### src/rtl/req_arbiter4.sv
// Four-requester arbiter with registered one-hot grant, bounded hold time and timeout pulse.
// Define ARB_ROUND_ROBIN_EN for a rotating priority pointer; otherwise lowest index wins.
module req_arbiter4 #(
   parameter int MAX_HOLD = 8
) (
   input  logic       clk,
   input  logic       reset,
   input  logic [3:0] req,
   output logic [3:0] grant,
   output logic [1:0] grant_id,
   output logic       busy,
   output logic       timeout
);

   typedef enum logic {
      IDLE  = 1'b0,
      GRANT = 1'b1
   } state_t;

   localparam logic [7:0] HOLD = 8'(MAX_HOLD);

   state_t     state, state_n;
   logic [1:0] owner, owner_n;
   logic [7:0] cnt, cnt_n;
   logic [1:0] ptr, ptr_n;
   logic       timeout_n;
   logic [3:0] cand;
   logic [1:0] winner;

   // First set bit of r, scanning upward from p with wrap-around.
   function automatic logic [1:0] scan(input logic [3:0] r, input logic [1:0] p);
      logic [1:0] idx;
      logic [1:0] sel;
      logic       found;
      sel   = p;
      found = 1'b0;
      for (int k = 0; k < 4; k++) begin
         idx = p + 2'(k);
         if (!found && r[idx]) begin
            sel   = idx;
            found = 1'b1;
         end
      end
      return sel;
   endfunction

`ifdef ARB_ROUND_ROBIN_EN
   assign cand = req;
`else
   // While the timeout pulse is high, owner still names the requester that just expired.
   always_comb begin
      cand = req;
      if (timeout && ((req & ~(4'b0001 << owner)) != 4'b0000))
         cand[owner] = 1'b0;
   end
`endif

   assign winner = scan(cand, ptr);

   always_comb begin
      state_n   = state;
      owner_n   = owner;
      cnt_n     = cnt;
      ptr_n     = ptr;
      timeout_n = 1'b0;
      case (state)
         IDLE: begin
            if (req != 4'b0000) begin
               state_n = GRANT;
               owner_n = winner;
               cnt_n   = 8'd1;
`ifdef ARB_ROUND_ROBIN_EN
               ptr_n   = winner + 2'd1;
`endif
            end
         end
         GRANT: begin
            if (!req[owner]) begin
               state_n = IDLE;
            end else if (cnt >= HOLD) begin
               state_n   = IDLE;
               timeout_n = 1'b1;
            end else begin
               cnt_n = cnt + 8'd1;
            end
         end
         default: state_n = IDLE;
      endcase
   end

   always_ff @(posedge clk or posedge reset) begin
      if (reset) begin
         state    <= IDLE;
         owner    <= 2'd0;
         cnt      <= 8'd0;
         ptr      <= 2'd0;
         grant    <= 4'b0000;
         grant_id <= 2'd0;
         busy     <= 1'b0;
         timeout  <= 1'b0;
      end else begin
         state    <= state_n;
         owner    <= owner_n;
         cnt      <= cnt_n;
         ptr      <= ptr_n;
         grant    <= (state_n == GRANT) ? (4'b0001 << owner_n) : 4'b0000;
         grant_id <= (state_n == GRANT) ? owner_n : 2'd0;
         busy     <= (state_n == GRANT);
         timeout  <= timeout_n;
      end
   end

endmodule

### config.mk
export PLATFORM = sky130hd
export DESIGN_NAME = req_arbiter4
export DESIGN_NICKNAME = d
export VERILOG_FILES = /design/src/rtl/req_arbiter4.sv
export SDC_FILE = /design/constraint.sdc
export NUM_CORES = 1
export LEC_CHECK = 0
export BUFFER_PORTS_ARGS = -buffer_cell sky130_fd_sc_hd__buf_2
export CAP_MARGIN = 20
export CORE_ASPECT_RATIO = 1.5
export CORE_UTILIZATION = 48
export DETAILED_ROUTE_END_ITERATION = 16
export PLACE_DENSITY = 0.69
export SYNTH_ARGS = -nofsm -noshare
export SYNTH_HDL_FRONTEND = slang
export SYNTH_SLANG_ARGS = --single-unit
### constraint.sdc
create_clock -name clk -period 2.13 [get_ports clk]
set_input_delay 0.426 -clock clk [delete_from_list [all_inputs] [get_ports clk]]
set_output_delay 0.426 -clock clk [all_outputs]
set_load 0.05 [all_outputs]
==> results of run 1 <==
==> worst max-delay path by stage <==
| stage | end | slack [ps] |
|---|---|---|
| 2_1_floorplan | grant[2] | 130 |
| 3_3_place_gp | grant[3] | 240 |
| 3_5_place_dp | grant[3] | 170 |
| 4_1_cts | grant[2] | 270 |
| 5_1_grt | grant[2] | 190 |
| 6_report | grant[2] | 270 |
==> worst max-delay path, delay by kind of cell, from the launching register on <==
family | cells | cell delay [ps]
flip-flops | 1 | 440
AO/OA/AOI/OAI | 2 | 440
AND/OR/NAND/NOR | 2 | 900
==> registers in the layout, indices dropped and copies added (netlist names) <==
signal,cells
grant_id,2
timeout,1
grant,4
cnt,8
owner,2
state,1
==> cell type report <==
cell class / count / area [µm²] / share of cell area [%]
inverters: 7 / 26.3 / 2.44
repair buffers: 18 / 103 / 9.52
well taps: 21 / 26.3 / 2.44
multi-input cells: 64 / 435 / 40.4
flip-flops and latches: 18 / 450 / 41.8
clock buffers: 4 / 36.3 / 3.37
==> cells in the final DEF, fill, tap and decap left out, types with 2 or more instances in the layout <==
cell | netlist | layout
and2_1 | 5 | 5
buf_2 | 1 | 13
inv_1 | 7 | 7
nor2_1 | 7 | 7
nand2b_1 | 3 | 3
a221oi_1 | 2 | 2
a21oi_1 | 7 | 7
nand3b_1 | 3 | 3
clkbuf_4 | 0 | 3
a31oi_1 | 2 | 2
nand2_1 | 5 | 5
mux2i_1 | 2 | 2
buf_4 | 0 | 5
a211oi_1 | 2 | 2
nor3_1 | 5 | 5
dfrtp_1 | 18 | 18
ha_1 | 2 | 2
o21ai_0 | 3 | 3
a21o_1 | 2 | 2
==> per-layer routing <==
layer,share of wire (%),vias up,wire [µm],track usage (%)
met2,56,9,1030,35.6
met3,2.2,2,40,4.74
li1,-,371,-,-
met4,1.6,0,29,9.36
met1,40,368,744,24.3
met5,0,-,0,0
==> power by group <==
part	switching (µW)	total (µW)	internal, µW
Sequential	67.4	500	432
Combinational	486	745	258
Clock	105	209	104
Total	659	1450	795
==> cells by family after synthesis <==
logic type / share of synthesized area, %
AND/OR/NAND/NOR: 20.5
AO/OA/AOI/OAI: 20.5
adder cells (fa/ha/maj): 2.63
buffers and inverters: 6.84
multiplexers: 2.11
flip-flops: 47.4
==> per-stage QoR <==
stage | total power [µW] | hold WS, ps | util (%)
5_1_grt | 1560 | 254 | 58.1
2_1_floorplan | 1070 | 365 | -
3_5_place_dp | 1250 | 473 | 56.1
6_report | 1450 | 204 | 58.1
4_1_cts | 1470 | 222 | 58.1
3_3_place_gp | 1240 | 471 | 56.1
==> results.toml, run 1 <==
[critical_path]
cp-startpoint = "timeout"
reg2reg_depth = 4
crit_fanout = 6
worstSetupEndpointType = "flip-flop"
critical_path_required_ps = 2360
slowest_stage = "or4b_1"
crit_chain = "or3b_4, a221oi_4, or4b_1, a21oi_1"
worstSetupPathType = "reg -> reg"
critPathLaunchType = "flip-flop"
cpPeakStageDelay_ps = 460
r2r-start = "timeout"
arrival_ps = 2080
reg2reg_to = "grant[2]"
reg2reg_slack_ps = 270

[sta]
finalWorstSetupSlack_ps = 271
max_freq_ghz = 0.538
worst_pin_slew_ps = 664
clock_skew_ps = 2.85
period_share_pct = 87.3
slew-limit-headroom_pct = 55.7
min_period_ps = 1860
finalSetupViolCount = 0
rsz0062_at_grt = "false"
slew_violations = 0
tns_ps = 0
finalHoldViolCount = 0

[power]
leakage_uw = 0.000542
powerDensity_nw_per_um2 = 1350
ir_drop_mv = 0.610

[logic_synthesis]
synthDistinctLibCells = 33
ys_seq_elements = 18
synth_area_per_cell_um2 = 10.2
synthesis.area_um2 = 951
async_flop_share_pct = 100
synth_top_cell_area_share_pct = 47.4
seq_area_frac_synth_pct = 47.4
synth_largest_area_cell = "dfrtp_1"
yosys-top-cells-count = "dfrtp_1, a21oi_1, inv_1, nor2_1"
synth-edff-count = 0
ys.flop_type = "dfrtp_1"
synthCells = 93
syn_nets = 101
yosysWarnings = 0
synth.area.top_cells = "dfrtp_1, a21oi_1, and2_1, a221oi_4, inv_1"
synth.most_common_cell = "dfrtp_1"

[final_layout]
area_delta_synth_final_pct = 13.3
design_area_um2 = 1080
antenna_cells = 0
finalNetCount = 120
drive_above_1_share_pct = 22.5
fill_cells = 172
fin_cells = 132

[global_routing]
antenna_found_initial = 0
grt_max_degree = 19
grt_overflow = 0
grt_pass1_wl_um = 3220
grtUsageTotal_pct = 21.1
grt_pass1_vias = 768

[clocking]
cts_hold_buf = 0
cts_tree = "yes"
cts.sinks = 18
cts_buffers = 3
cts_setup_buffers = 0
cts-root-buf = "clkbuf_4"
clkLatencyLatePin_ps = 300
clock_path_buffers = 2
h-tree-depth = 1
cts_resized = 0
clk_pin_slew_worst_paths_ps = 100

[detailed_routing]
drc = 0
wl_um = 1840
viasPerCell = 5.68
ant_nets = 0
dr.pass1.iters = 3
drt_iter0_markers = 8
wl_per_cell_um = 13.9
num_vias = 750

[placed_design]
postPlaceCellArea_um2 = 1040
port_buffers = 13
place_hpwl_um = 1380
dp_cells = 128
place.gp.congestion = 0.740
place_ws_ps = 171

[floorplan]
fp.coreArea_um2 = 1850
row_count = 19
die-height_um = 56.5
boundaryPins = 14
fp.dieArea_um2 = 2170
dieWidth_um = 38.3
start_util_pct = 51.3

[hold_path]
hold_path.class = "in -> async"

[run_status]
outcome = "complete, no violations"

[job]
cap_violations = 0
No activity file was read; power rests on OpenSTA's default activity.
==> run 2, diff against run 1 <==
==> config.mk (replaced) <==
export PLATFORM = sky130hd
export DESIGN_NAME = req_arbiter4
export DESIGN_NICKNAME = d
export VERILOG_FILES = /design/src/rtl/req_arbiter4.sv
export SDC_FILE = /design/constraint.sdc
export NUM_CORES = 1
export LEC_CHECK = 0
export CAP_MARGIN = 20
export CORE_ASPECT_RATIO = 1.5
export CORE_UTILIZATION = 48
export DETAILED_ROUTE_END_ITERATION = 16
export DONT_BUFFER_PORTS = 1
export PLACE_DENSITY = 0.72
export SYNTH_ARGS = -nofsm -noshare
export SYNTH_HDL_FRONTEND = slang
export SYNTH_SLANG_ARGS = --single-unit
==> run 2 against run 1 <==
Global-route usage is 3.3 points lower. Cell count is 9.8% lower. Hold slack worse by 92 ps. Largest cell class unchanged.
==> results.toml, run 2 (synthesis results as in run 1) <==
[run_status]
outcome = "complete, no violations"

[power]
total_power_uw = 1350
powerDensity_nw_per_um2 = 1340
ir_drop_mv = 0.871
leakage_uw = 0.000480

[global_routing]
antenna_found_initial = 0
globalRoute.busiestLayer = "met2"
grt_util_met3_pct = 3.16
grt_overflow = 0
grt_max_degree = 19
grt_util_met2_pct = 28.1
grt_pass1_vias = 663
use_met1_pct = 23.2
grt_pass1_wl_um = 2800
grtUsageTotal_pct = 17.8

[sta]
slew-limit-headroom_pct = 56.4
clock_skew_ps = 3.76
finalHoldViolCount = 0
finalWorstSetupSlack_ps = 221
tns_ps = 0
max_freq_ghz = 0.524
finalSetupViolCount = 0
worst_pin_slew_ps = 653
slew_violations = 0
period_share_pct = 89.6
min_period_ps = 1910
rsz0062_at_grt = "false"
fin_hold_ws_ps = 112

[placed_design]
place_ws_ps = 248
place.gp.congestion = 0.756
port_buffers = 0
place_hpwl_um = 1360

[floorplan]
start_util_pct = 51.3
boundaryPins = 14
row_count = 19
dieWidth_um = 38.3
fp.coreArea_um2 = 1850
fp.dieArea_um2 = 2170
die-height_um = 56.5

[clocking]
cts-root-buf = "clkbuf_4"
cts_resized = 0
cts.sinks = 18
cts_hold_buf = 0
cts_tree = "yes"
clock_path_buffers = 2
h-tree-depth = 1
clk_pin_slew_worst_paths_ps = 90
cts_buffers = 3
cts_setup_buffers = 0
clkLatencyLatePin_ps = 280

[detailed_routing]
drt_iter0_markers = 14
viasPerCell = 5.82
wl_um = 1790
drc = 0
wl_per_cell_um = 15.1
ant_nets = 0
num_vias = 692
dr.pass1.iters = 4

[critical_path]
critPathLaunchType = "flip-flop"
critical_path_required_ps = 2330
crit_fanout = 6
worstSetupEndpointType = "flip-flop"
worstSetupPathType = "reg -> reg"
arrival_ps = 2100

[final_layout]
largest_reg_flops = 8
antenna_cells = 0
reg.largest.list = "cnt x8, grant x4"
layout_commonest_cell = "dfrtp_1"
drive_above_1_share_pct = 12.2
area_delta_synth_final_pct = 5.79
top_register = "cnt"
final_cell_mix = "dfrtp_1, inv_1, a21oi_1, nor2_1, buf_4"
finalNetCount = 108

[job]
cap_violations = 0

[hold_path]
hold_path.class = "in -> async"
[run 2: cell types whose count changed in the layout (fill, tap and decap cells not counted), sizes merged]
| cell | delta |
|---|---|
| buf | -12 |
| clkbuf | -1 |
[run 2: per-stage QoR]
step | cells | area [µm²] | util, %
final | 119 | 1010 | 54.3
after CTS | 119 | 1010 | 54.3
after detailed placement | 116 | 983 | 53.0
after global routing | 119 | 1010 | 54.3
after global placement | 116 | 983 | 53.0
after floorplan | 93 | 951 | -
[run 2: layout make-up]
class                           instances  area (µm²)
Fill cell                             152         848
Sequential cell                        18         450
Multi-Input combinational cell         64         435
Timing Repair Buffer                    6        45.0
Inverter                                7        26.3
Tap cell                               21        26.3
Clock buffer                            3        22.5
[run 2: worst max-delay path, stage by stage (launching register included)]
cell and delay [ps]:
dfrtp_1 440, or3b_1 370, a2111oi_1 570, o31ai_1 230
a211oi_1 230
[run 2: path summary, 6_finish.rpt]
check / from / end / slack, ps / cells past startpoint
min in group clk: req[1] / grant[1] / 330 / 2
max: owner[1] / grant[3] / 220 / 4
min reg2reg: cnt[6] / cnt[6] / 500 / 1
min: reset / cnt[6] / 110 / 1
max in group asynchronous: reset / owner[0] / 1600 / 1
max reg2reg: owner[1] / grant[3] / 220 / 4
[run 2: power breakdown]
part / total, µW / switching, µW / internal, µW
clock network: 157 / 91.9 / 65.6
registers: 664 / 234 / 431
logic: 528 / 312 / 216
total: 1350 / 637 / 713
[run 2: layer usage]
metal | part of all wire (%) | vias to the layer above | wire length (µm)
met2 | 48 | 18 | 863
li1 | - | 344 | -
met1 | 45 | 324 | 808
met3 | 4.0 | 6 | 71
met5 | 0 | - | 0
met4 | 2.8 | 0 | 50
